File: src/rtl/multiplier_pkg.sv
// Shared definitions for the sequential shift-and-add multiplier.
// Holds the control state encoding and the default operand width.
package multiplier_pkg;

  localparam int IN_SIZE_DEF = 4;

  typedef enum logic [1:0] {
    IDLE = 2'd0,
    BUSY = 2'd1,
    DONE = 2'd2
  } state_t;

endpackage : multiplier_pkg

File: src/rtl/multiplier_datapath.sv
// Shift-and-add datapath: operand shift registers, accumulator and bit counter.
// The multiplicand is kept double width so it can be shifted left without loss.
module multiplier_datapath
  import multiplier_pkg::*;
#(
  parameter int inSize = IN_SIZE_DEF
) (
  input  logic                  clk,
  input  logic                  rst,
  input  logic                  load,
  input  logic                  step,
  input  logic [inSize-1:0]     op_a,
  input  logic [inSize-1:0]     op_b,
  output logic [2*inSize-1:0]   acc,
  output logic                  last
);

  localparam int CNT_W = $clog2(inSize);

  logic [2*inSize-1:0] mcand;
  logic [inSize-1:0]   mplier;
  logic [CNT_W-1:0]    cnt;

  always_ff @(posedge clk) begin
    if (!rst) begin
      mcand  <= '0;
      mplier <= '0;
      acc    <= '0;
      cnt    <= '0;
    end else if (load) begin
      mcand  <= {{inSize{1'b0}}, op_a};
      mplier <= op_b;
      acc    <= '0;
      cnt    <= '0;
    end else if (step) begin
      if (mplier[0]) begin
        acc <= acc + mcand;
      end
      mcand  <= mcand << 1;
      mplier <= mplier >> 1;
      cnt    <= cnt + 1'b1;
    end
  end

  // Asserted during the final BUSY cycle, i.e. the one consuming the multiplier MSB.
  assign last = (cnt == CNT_W'(inSize - 1));

endmodule : multiplier_datapath

File: src/rtl/multiplier.sv
// Sequential unsigned multiplier: one multiplier bit per cycle, result registered.
//   state | meaning
//   IDLE  | waiting for en; captures operands on start
//   BUSY  | one shift-and-add step per cycle, inSize cycles
//   DONE  | accumulator complete; sum/valid load on the way back to IDLE
module multiplier
  import multiplier_pkg::*;
#(
  parameter int inSize = IN_SIZE_DEF
) (
  input  logic                  clk,
  input  logic                  rst,
  input  logic                  en,
  input  logic [inSize-1:0]     A,
  input  logic [inSize-1:0]     B,
  output logic [2*inSize-1:0]   sum,
  output logic                  valid
);

  state_t              state_q;
  state_t              state_d;
  logic                load;
  logic                step;
  logic                done;
  logic                last;
  logic [2*inSize-1:0] acc;

  always_ff @(posedge clk) begin
    if (!rst) begin
      state_q <= IDLE;
    end else begin
      state_q <= state_d;
    end
  end

  always_comb begin
    state_d = state_q;
    unique case (state_q)
      IDLE:    state_d = en ? BUSY : IDLE;
      BUSY:    state_d = last ? DONE : BUSY;
      DONE:    state_d = IDLE;
      default: state_d = IDLE;
    endcase
  end

  always_comb begin
    load = 1'b0;
    step = 1'b0;
    done = 1'b0;
    unique case (state_q)
      IDLE:    load = en;
      BUSY:    step = 1'b1;
      DONE:    done = 1'b1;
      default: ;
    endcase
  end

  // sum holds the previous result until the next DONE.
  always_ff @(posedge clk) begin
    if (!rst) begin
      sum   <= '0;
      valid <= 1'b0;
    end else begin
      valid <= done;
      if (done) begin
        sum <= acc;
      end
    end
  end

  multiplier_datapath #(
    .inSize(inSize)
  ) u_datapath (
    .clk  (clk),
    .rst  (rst),
    .load (load),
    .step (step),
    .op_a (A),
    .op_b (B),
    .acc  (acc),
    .last (last)
  );

endmodule : multiplier

File: config.mk
export PLATFORM = sky130hd
export DESIGN_NAME = multiplier
export DESIGN_NICKNAME = d
export VERILOG_FILES = /design/src/rtl/multiplier_pkg.sv /design/src/rtl/multiplier_datapath.sv /design/src/rtl/multiplier.sv
export SDC_FILE = /design/constraint.sdc
export NUM_CORES = 1
export LEC_CHECK = 0
export ABC_AREA = 1
export CORE_MARGIN = 3
export CORE_UTILIZATION = 40
export CTS_BUF_LIST = sky130_fd_sc_hd__clkbuf_8
export DETAILED_ROUTE_END_ITERATION = 12
export GPL_ROUTABILITY_DRIVEN = 0
export SLEW_MARGIN = 10
export SYNTH_ARGS = -nofsm -noshare
export SYNTH_HDL_FRONTEND = slang
export SYNTH_HIERARCHICAL = 1
export SYNTH_SLANG_ARGS = --single-unit
export TNS_END_PERCENT = 5
File: constraint.sdc
create_clock -name clk -period 1.95 [get_ports clk]
set_clock_uncertainty 0.15 [all_clocks]
set_input_delay 0.39 -clock clk [delete_from_list [all_inputs] [get_ports clk]]
set_output_delay 0.39 -clock clk [all_outputs]
set_load 0.01 [all_outputs]
==> impl_metrics.xml <==
<?xml version="1.0" encoding="UTF-8"?>
<metrics>
  <group name="clocking">
    <metric name="cts_sinks" unit="">33</metric>
    <metric name="clock_pin_slew_of_the_registers_on_the_worst_case_setup_and_hold_paths" unit="ns">0.07</metric>
    <metric name="clk-insertion-delay-late" unit="ns">0.28</metric>
    <metric name="cts_htree_levels" unit="">2</metric>
    <metric name="cts_post_setup_buffers_inserted" unit="">0</metric>
    <metric name="cts_root_buffer" unit="">clkbuf_8</metric>
    <metric name="cts_buffers" unit="">5</metric>
    <metric name="clock_tree_from_tritoncts" unit="">yes</metric>
    <metric name="clock_tree.buffer_depth" unit="">2</metric>
  </group>
  <group name="logic_synthesis">
    <metric name="post_synth_instance_area" unit="mm²">0.001632</metric>
    <metric name="synth.distinct_cells" unit="">26</metric>
    <metric name="synthesis.nets" unit="">244</metric>
    <metric name="synth_seq_area_share" unit="">0.4049</metric>
    <metric name="synth_seq_cells" unit="">33</metric>
    <metric name="ys_warn_count" unit="">6</metric>
    <metric name="postSynthCellCount" unit="">224</metric>
    <metric name="postSynthAreaPerCell" unit="µm²">7.284</metric>
  </group>
  <group name="outcome">
    <metric name="outcome" unit="">complete, no violations</metric>
  </group>
  <group name="floorplan">
    <metric name="floorplan.rows" unit="">22</metric>
    <metric name="design.die.area" unit="mm²">0.004881</metric>
    <metric name="core_region_area" unit="mm²">0.003799</metric>
    <metric name="initial_core_util" unit="">0.4295</metric>
    <metric name="die-width" unit="µm">69.87</metric>
    <metric name="top_level_ports" unit="">20</metric>
    <metric name="fp.dieH" unit="µm">69.87</metric>
  </group>
  <group name="final_layout">
    <metric name="final_layout_size_suffix_gt1_frac" unit="">0.1040</metric>
    <metric name="final_design_instance_area_without_fill" unit="mm²">0.002021</metric>
    <metric name="area_growth" unit="%">23.85</metric>
    <metric name="fillers" unit="">388</metric>
    <metric name="antenna_cells_inserted" unit="">0</metric>
    <metric name="final_cells" unit="">298</metric>
    <metric name="final_net_count" unit="">269</metric>
  </group>
  <group name="worst_setup_path">
    <metric name="setup.worst_path.class" unit="">register to register</metric>
    <metric name="worstPathRequired" unit="ns">1.98</metric>
    <metric name="timing.reg2reg.worst_path_depth" unit="">11</metric>
    <metric name="reg2reg_setup_slack" unit="ns">0.18</metric>
    <metric name="critPathMaxFanout" unit="">3</metric>
    <metric name="worst_r2r_endpoint" unit="">u_datapath/acc[6]$_SDFFE_PP0P_</metric>
    <metric name="r2r_start" unit="">u_datapath/acc[0]$_SDFFE_PP0P_</metric>
    <metric name="timing.critical_path.arrival" unit="ns">1.80</metric>
    <metric name="cp-end-kind" unit="">register</metric>
    <metric name="cp-start-kind" unit="">register</metric>
  </group>
  <group name="power">
    <metric name="sw_frac_of_total" unit="">0.2276</metric>
    <metric name="power-per-cell-area" unit="mW/mm²">826.1</metric>
    <metric name="pwr-share-comb" unit="">0.110</metric>
    <metric name="power.internal" unit="mW">1.289</metric>
    <metric name="net-switching-power" unit="mW">0.3800</metric>
    <metric name="clockPowerShare" unit="">0.458</metric>
    <metric name="flop_pwr_share" unit="">0.432</metric>
    <metric name="static-leakage-power" unit="nW">0.8721</metric>
    <metric name="max-vdd-ir-drop" unit="V">0.0005564</metric>
  </group>
  <group name="drt">
    <metric name="drt-pass1-iter-count" unit="">4</metric>
    <metric name="routed_wl" unit="mm">3.210</metric>
    <metric name="routed_wire_length_per_instance" unit="µm">10.77</metric>
    <metric name="detail_route.iter0.violations" unit="">40</metric>
    <metric name="detail_route.vias_per_cell" unit="">4.701</metric>
    <metric name="drt_drc_violations_left" unit="">0</metric>
    <metric name="dr_total_vias" unit="">1401</metric>
    <metric name="detail-route-antenna-nets" unit="">0</metric>
  </group>
  <group name="min_path">
    <metric name="hold_path.startpoint" unit="">u_datapath/cnt[1]$_SDFFE_PP0P_</metric>
    <metric name="min_delay_worst_endpoint" unit="">u_datapath/cnt[1]$_SDFFE_PP0P_</metric>
    <metric name="hold_path_depth" unit="">2</metric>
    <metric name="min_path_type" unit="">register to register</metric>
  </group>
  <group name="global_route">
    <metric name="initial_antenna_violation_count" unit="">0</metric>
    <metric name="grt_pass1_vias" unit="">1289</metric>
    <metric name="gr-total-overflow" unit="">0</metric>
    <metric name="grt_pass1_wl" unit="mm">5.540</metric>
    <metric name="grt_start_max_net_pins" unit="">17</metric>
    <metric name="grt_use_total" unit="">0.1416</metric>
  </group>
  <group name="timing">
    <metric name="achievable-frequency" unit="GHz">0.5649</metric>
    <metric name="final_period_minus_worst_setup_slack" unit="ns">1.770</metric>
    <metric name="setup_violations_final" unit="">0</metric>
    <metric name="worst_pin_slew" unit="ns">0.3695</metric>
    <metric name="hold_violations" unit="">0</metric>
    <metric name="relSlewSlack" unit="">0.7531</metric>
    <metric name="fin_setup_tns" unit="ns">0</metric>
    <metric name="grt_setup_unrepaired" unit="">no</metric>
    <metric name="final_min_period_over_clock_period" unit="">0.9078</metric>
    <metric name="final-max-slew-violation-count" unit="">0</metric>
    <metric name="final.hold.worst_slack" unit="ns">0.3249</metric>
  </group>
  <group name="placed_design">
    <metric name="buffer_ports.inserted" unit="">19</metric>
    <metric name="place.detailed.instances" unit="">290</metric>
    <metric name="detailed_place.area" unit="mm²">0.001884</metric>
    <metric name="dp.final_hpwl" unit="mm">2.432</metric>
  </group>
  <group name="flow_run">
    <metric name="max_cap_violations" unit="">0</metric>
  </group>
</metrics>
## per-stage QoR
stage / power [mW] / utilization / setup WS, ns
after detailed placement: 0.9210 / 0.4960 / 0.07372
final: 1.669 / 0.5320 / 0.1799
after CTS: 1.693 / 0.5313 / 0.1407
after global routing: 1.742 / 0.5320 / 0.01108
after floorplan: 0.8588 / - / 0.3019
after global placement: 0.9212 / 0.4960 / 0.1116
## Yosys cell counts (all sizes together)
| cell type | n | area share |
|---|---|---|
| or2 | 3 | 0.012 |
| o221ai | 3 | 0.016 |
| o211ai | 3 | 0.014 |
| inv | 36 | 0.086 |
| a31oi | 3 | 0.012 |
| nand3b | 4 | 0.018 |
| nor3 | 3 | 0.0092 |
| dfxtp | 33 | 0.40 |
| o21ai | 9 | 0.030 |
| nand2 | 54 | 0.13 |
| a21oi | 15 | 0.046 |
| fa | 1 | 0.012 |
| xnor2 | 2 | 0.011 |
| nor2 | 32 | 0.083 |
| ha | 8 | 0.061 |
| buf | 4 | 0.020 |
| nand3 | 11 | 0.034 |
## sequential cells by signal, summed over array words and instances (netlist names)
| name | flops |
|---|---|
| sum | 8 |
| u_datapath/acc | 8 |
| u_datapath/mcand | 8 |
| u_datapath/mplier | 4 |
| state_q | 2 |
| u_datapath/cnt | 2 |
| valid | 1 |
## cell type report
type | count | area (µm²) | share of cell area
Clock buffer | 5 | 68.82 | 0.03406
Clock inverter | 3 | 65.06 | 0.03220
Inverter | 36 | 140.1 | 0.06935
Multi-Input combinational cell | 151 | 798.3 | 0.3950
Sequential cell | 33 | 663.1 | 0.3282
Tap cell | 48 | 60.06 | 0.02972
Timing Repair Buffer | 22 | 225.2 | 0.1115
## metal layers
layer  GRT usage  vias to the layer above  routed length, µm
met5           0                        -                  0
met4     0.05106                        0                 12
met3     0.03885                        2                 95
met2      0.2413                       22               1507
met1      0.1698                      623               1594
li1            -                      754                  -
## what timing repair did
action	in CTS	in global routing
endpoints found under the setup margin	0	2
gates resized for setup	0	2
hold buffers	0	0
## how the worst max path moves through the flow
stage                                   startpoint                                end  slack (ns)  depth (start not counted)
floorplan           u_datapath/acc[0]$_SDFFE_PP0P_     u_datapath/acc[6]$_SDFFE_PP0P_        0.30                         11
global placement                                en   u_datapath/mcand[3]$_SDFFE_PN0P_        0.11                          7
detailed placement                              en  u_datapath/mplier[1]$_SDFFE_PN0P_        0.07                          7
CTS                 u_datapath/acc[0]$_SDFFE_PP0P_     u_datapath/acc[6]$_SDFFE_PP0P_        0.14                         11
global route        u_datapath/acc[0]$_SDFFE_PP0P_     u_datapath/acc[4]$_SDFFE_PP0P_        0.01                         11
finish              u_datapath/acc[0]$_SDFFE_PP0P_     u_datapath/acc[6]$_SDFFE_PP0P_        0.18                         11
## power groups by stage
stage	Combinational (mW)	Clock (mW)	Sequential, mW
3_3_place_gp	0.185	0	0.737
6_report	0.184	0.764	0.722
3_5_place_dp	0.185	0	0.736
5_1_grt	0.208	0.809	0.725
2_1_floorplan	0.128	0	0.731
4_1_cts	0.185	0.787	0.721
## worst max-delay path, cell delays in order, from the launching register on
cell	delay [ns]
dfxtp_2	0.35
ha_1	0.16
inv_1	0.05
fa_1	0.36
inv_1	0.07
nand2_1	0.06
nand2_1	0.10
nand3b_1	0.11
nand3_1	0.08
nand2_1	0.05
nor2_1	0.08
nor2_1	0.04
## cell usage in the layout, fill, tap and decap left out, types with 2 or more instances in the layout
master	synthesis	final
xnor2_1	2	2
nand2_2	2	2
nor2_4	2	2
a21oi_1	15	15
inv_4	2	2
a31oi_1	3	3
nand3_1	11	11
o221ai_1	3	3
clkbuf_8	0	5
nor2_1	30	30
dfxtp_2	0	2
o211ai_1	3	3
buf_4	0	2
bufinv_16	0	2
ha_1	8	8
nor3_1	3	3
or2_1	2	2
inv_1	30	30
clkdlybuf4s50_1	0	19
o21ai_1	7	7
dfxtp_1	33	31
nand3b_1	4	4
nand2_1	51	51
inv_2	4	4
## kinds of logic (layout without fill, tap and decap cells)
kind of cell,Yosys count,in the layout,synth area share
DFF,33,33,0.4049
buffers and inverters,40,66,0.1058
and+or+nand+nor,107,107,0.2876
xor gates and xnor gates,2,2,0.01074
adders and majority gates,9,9,0.07362
AOI/OAI and AO/OA,33,33,0.1173
Note: power is estimated with default switching activity, not from simulation.
==> RTL edit 1 (config.mk and constraints unchanged) <==
`IN_SIZE_DEF`: 4 -> 2.
--- a/src/rtl/multiplier_pkg.sv
+++ b/src/rtl/multiplier_pkg.sv
@@ -2,7 +2,7 @@
 // Holds the control state encoding and the default operand width.
 package multiplier_pkg;
 
-  localparam int IN_SIZE_DEF = 4;
+  localparam int IN_SIZE_DEF = 2;
 
   typedef enum logic [1:0] {
     IDLE = 2'd0,
Interface: changed (resized A, B and sum); port bits go from 20 to 12. No check against the original RTL was run, so the function may have changed too.
==> RTL edit 1 against the unedited design <==
Synthesized cell count decreased by 51%. Clock power decreased by 60%. Sequential power fell by 43%. Synthesized area decreased by 50%. Register-to-register slack gained 0.30 ns. Worst setup slack improved by 0.11 ns. Wire length is 55% lower. Sequential cell count shrank 15. Power fell by 51%. Die area shrank 46%. Design area fell by 50%. Largest cell class unchanged. Count of clock-buffer cells in the layout is 1 lower. Worst hold slack better by 0.0059 ns. Via count decreased by 51%.
==> RTL edit 1: results (changes against the unedited design) <==
| Quantity | Value | vs unedited |
| --- | --- | --- |
| Global-route wire length before repair | 2480 µm | -55% |
| Xor and xnor fraction of the mapped netlist area | 2.15% | +1.1 points |
| Total cell area at the placement stage | 957 µm² | -49% |
| Max Clk Rate | 0.603 GHz | +6.7% |
| Worst hold path endpoint | state_q[1]$_SDFF_PN0_ |  |
| Total leakage power | 0.439 nW | -50% |
| Maximum resistive drop on vdd | 0.444 mV | -20% |
| Net count after synthesis | 121 | -50% |
| Synth Cell Area | 816 µm² | -50% |
| Count of cell types in the netlist | 19 | -27% |
| Cell family with most CP delay | buffers and inverters |  |
| Endpoint of the lowest-slack register-to-register path | u_datapath/acc[1]$_SDFFE_PP0P_ |  |
| Largest net degree at the start of global routing | 11 | -6 |
| Post-detail-place hpwl | 1130 µm | -53% |
| Top area cells in the synthesized netlist | sky130_fd_sc_hd__dfxtp_1 (44%), sky130_fd_sc_hd__nand2_1 (12%), sky130_fd_sc_hd__inv_1 (6.9%), sky130_fd_sc_hd__nor2_1 (6.0%), sky130_fd_sc_hd__a21oi_1 (5.5%) |  |
| Wire length per cell | 9.63 µm | -11% |
| Skew-Pair Late Insertion Delay | 0.25 ns | -0.03 ns |
| Leading cell types by count after synthesis | sky130_fd_sc_hd__nand2_1 (25), sky130_fd_sc_hd__dfxtp_1 (18), sky130_fd_sc_hd__inv_1 (15) |  |
| Path depth of the worst reg2reg path | 4 | -7 |
| Critical path fanouts, max | 2 | -1 |
| Hold path startpoint | u_datapath/last$_SDFFE_PP0P_ |  |
| Number of CTS-inserted buffers | 3 | -2 |
| Filler cell count | 177 | -54% |
| Stage delay of the slowest cell on the critical path | 0.54 ns | +0.18 ns |
| Run status | finished, final reports clean |  |
| Share of the yosys chip area belonging to registers | 44.2% | +3.7 points |
[RTL edit 1: area by class of cell]
class	count	area, µm²	area share [%]
repair buffers	11	110	10.9
flip-flops and latches	18	360	35.6
clock buffers	4	55.1	5.44
inverters	18	68.8	6.80
multi-input cells	74	387	38.2
well taps	25	31.3	3.09
[RTL edit 1: worst min-delay path, stage by stage (launching register included)]
cell                      delay [ns]
sky130_fd_sc_hd__dfxtp_1        0.32
sky130_fd_sc_hd__inv_1          0.07
sky130_fd_sc_hd__nor3_1         0.05
[RTL edit 1: logic make-up after synthesis]
logic type,Yosys count
flops,18
simple gates,51
compound gates,17
buf+inv,18
xor+xnor,2
fa+ha+maj,4
[RTL edit 1: worst max-delay path by stage]
stage	from	endpoint	slack (ns)
4_1_cts	sum[2]$_SDFFE_PN0P_	sum[2]	0.28
2_1_floorplan	u_datapath/acc[0]$_SDFFE_PP0P_	u_datapath/acc[1]$_SDFFE_PP0P_	0.56
3_3_place_gp	en	u_datapath/acc[1]$_SDFFE_PP0P_	0.21
6_report	sum[2]$_SDFFE_PN0P_	sum[2]	0.29
3_5_place_dp	rst	u_datapath/acc[2]$_SDFFE_PP0P_	0.22
5_1_grt	sum[2]$_SDFFE_PN0P_	sum[2]	0.24
[RTL edit 1: metrics by stage]
step,hold WS [ns],cells,total power [mW],util (%),setup slack (ns)
after floorplan,0.294,110,0.488,-,0.563
after global placement,0.309,146,0.523,52.6,0.214
after detailed placement,0.322,146,0.524,52.6,0.219
after CTS,0.335,150,0.827,55.6,0.280
after global routing,0.360,150,0.870,55.6,0.240
final,0.331,150,0.818,55.6,0.291
[RTL edit 1: power by group]
part           switching [mW]  internal (mW)
Clock                   0.122          0.179
Sequential             0.0196          0.390
Combinational          0.0614         0.0459
[RTL edit 1: metal layers]
layer,up-vias,track usage [%],share of wire [%]
met2,17,20.2,48
met3,0,3.50,5.2
li1,369,-,-
met4,0,5.38,0
met5,-,0,0
met1,299,16.0,47
==> RTL edit 2 (same flow settings) <==
Without the edit above. The output `valid` loses its register stage (`valid` becomes a continuous assignment).
--- a/src/rtl/multiplier.sv
+++ b/src/rtl/multiplier.sv
@@ -59,14 +59,14 @@
   always_ff @(posedge clk) begin
     if (!rst) begin
       sum   <= '0;
-      valid <= 1'b0;
     end else begin
-      valid <= done;
       if (done) begin
         sum <= acc;
       end
     end
   end
+
+  assign valid = done;
 
   multiplier_datapath #(
     .inSize(inSize)
Function: changed (a bounded check fails within 10 cycles, from zero or initial values and one cycle with rst low).
==> RTL edit 2 against the unedited design <==
First-iteration DRC count rose by 100%. Global-route usage rose by 0.70 points. Sequential cell count fell by 1. Worst hold slack got worse by 0.00076 ns. Worst setup slack got worse by 0.089 ns. Register-to-register slack got worse by 0.02 ns. Non-clock buffer count rose by 1. Wire length rose by 2.3%. Power fell by 6.3%. Design area fell by 1.9%. Final cell count fell by 0.34%. Synthesized area fell by 2.2%.
==> RTL edit 2: results (changes against the unedited design) <==
| Quantity | Value | vs unedited |
| --- | --- | --- |
| Vias after detailed routing | 1407 | +0.43% |
| Top flip-flop cell by instance count after synthesis | sky130_fd_sc_hd__dfxtp_1 |  |
| Post-detail-place hpwl | 2510 µm | +3.3% |
| Maximum resistive drop on vdd | 0.520 mV | -6.5% |
| Crit path max-delay cell type | sky130_fd_sc_hd__clkdlybuf4s50_1 |  |
| Skew-Pair Late Insertion Delay | 0.28 ns | about the same |
| Pre-CTS setup slack | 0.140 ns | +0.0665 ns |
| Top area cells in the synthesized netlist | sky130_fd_sc_hd__dfxtp_1 (40%), sky130_fd_sc_hd__nand2_1 (12%), sky130_fd_sc_hd__inv_1 (7.1%), sky130_fd_sc_hd__nor2_1 (7.1%), sky130_fd_sc_hd__ha_1 (6.3%) |  |
| Finished layout cell area | 0.00198 mm² | -1.9% |
| Net count after synthesis | 242 | -0.82% |
| Total global routing track utilization | 14.9% | +0.70 points |
| Run status | finished, final reports clean |  |
| Die Outline Area | 0.00478 mm² | -2.0% |
| Number of cells produced by synthesis | 222 | -0.89% |
| TritonRoute pass-1 iters | 4 | unchanged |
| Final #Nets | 268 | -0.37% |
| Share of final-layout standard cells stronger than drive strength 1 | 10.8% | +0.44 points |
| Detail Route Antenna Nets | 0 | unchanged |
| Leading cell types by count after synthesis | sky130_fd_sc_hd__nand2_1 (53), sky130_fd_sc_hd__dfxtp_1 (32), sky130_fd_sc_hd__inv_1 (30), sky130_fd_sc_hd__nor2_1 (30), sky130_fd_sc_hd__a21oi_1 (15) |  |
| Cell family with most CP delay | buffers and inverters |  |
| Net switching fraction of the power | 22.7% | -0.057 points |
| Global-route wire length before repair | 5760 µm | +4.0% |
| DRT iter0 DRCs | 80 | +100% |
| Total Wirelength | 3280 µm | +2.3% |
| Share of the yosys chip area belonging to registers | 40.2% | -0.33 points |
| Path category of the worst min-delay check | reg -> reg |  |
| Clock Root Buffer | sky130_fd_sc_hd__clkbuf_8 |  |
| Stage delay of the slowest cell on the critical path | 0.54 ns | +0.18 ns |
| Count of cell types in the netlist | 25 | -3.8% |
| Cell Count Post-Placement | 289 | -0.34% |
| Net switching component of the power | 355 µW | -6.5% |
| Wire length per cell | 11.1 µm | +2.6% |
| Filler cell count | 399 | +2.8% |
| Power dissipated in the clock network | 681 µW | -11% |
| Number of CTS-inserted buffers | 5 | unchanged |
| Port bufs | 19 | unchanged |
| Share of flip-flops with an asynchronous set or reset after synthesis | 0% | unchanged |
| Crit path arrival time | 1.32 ns | -0.48 ns |
| Total leakage power | 0.857 nW | -1.7% |
| Total cell area at the placement stage | 0.00185 mm² | -1.9% |
| Worst-Margin Slew | 0.273 ns | -0.0968 ns |
RTL edit 2: layer usage:
| metal | wire length (µm) | vias up | track usage (%) |
|---|---|---|---|
| li1 | - | 754 | - |
| met1 | 1570 | 621 | 17.6 |
| met2 | 1560 | 30 | 24.8 |
| met3 | 142 | 2 | 5.39 |
| met4 | 18 | 0 | 4.99 |
| met5 | 0 | - | 0 |
RTL edit 2: what timing repair did:
action | CTS | global route
setup buffers | 0 | 0
resized for setup | 0 | 4
setup endpoints to repair | 0 | 2
RTL edit 2: path summary, 6_finish.rpt:
path	start	endpoint	slack [ns]	depth (start not counted)
hold / removal	u_datapath/cnt[1]$_SDFFE_PP0P_	u_datapath/cnt[1]$_SDFFE_PP0P_	0.32	2
setup / recovery	state_q[1]$_SDFF_PN0_	valid	0.09	3
hold reg to reg	u_datapath/cnt[1]$_SDFFE_PP0P_	u_datapath/cnt[1]$_SDFFE_PP0P_	0.32	2
setup reg to reg	u_datapath/mcand[0]$_SDFFE_PN0P_	u_datapath/acc[6]$_SDFFE_PP0P_	0.16	11
RTL edit 2: kinds of logic (layout without fill, tap and decap cells):
kind of cell / Yosys count / count (layout) / share of synthesized area, %
adders and majority gates: 9 / 9 / 7.53
buffers and inverters: 40 / 67 / 10.4
DFF: 32 / 32 / 40.2
xor gates and xnor gates: 2 / 2 / 1.10
AOI/OAI and AO/OA: 33 / 33 / 12.0
and+or+nand+nor: 106 / 106 / 28.8
RTL edit 2: area by class of cell:
type	count	share of cell area [%]
timing repair buffer	23	11.1
clock buffer	7	4.86
inverter	36	7.07
tap	48	3.03
multi-input combinational	150	40.0
clock inverter	1	1.51
sequential	32	32.4
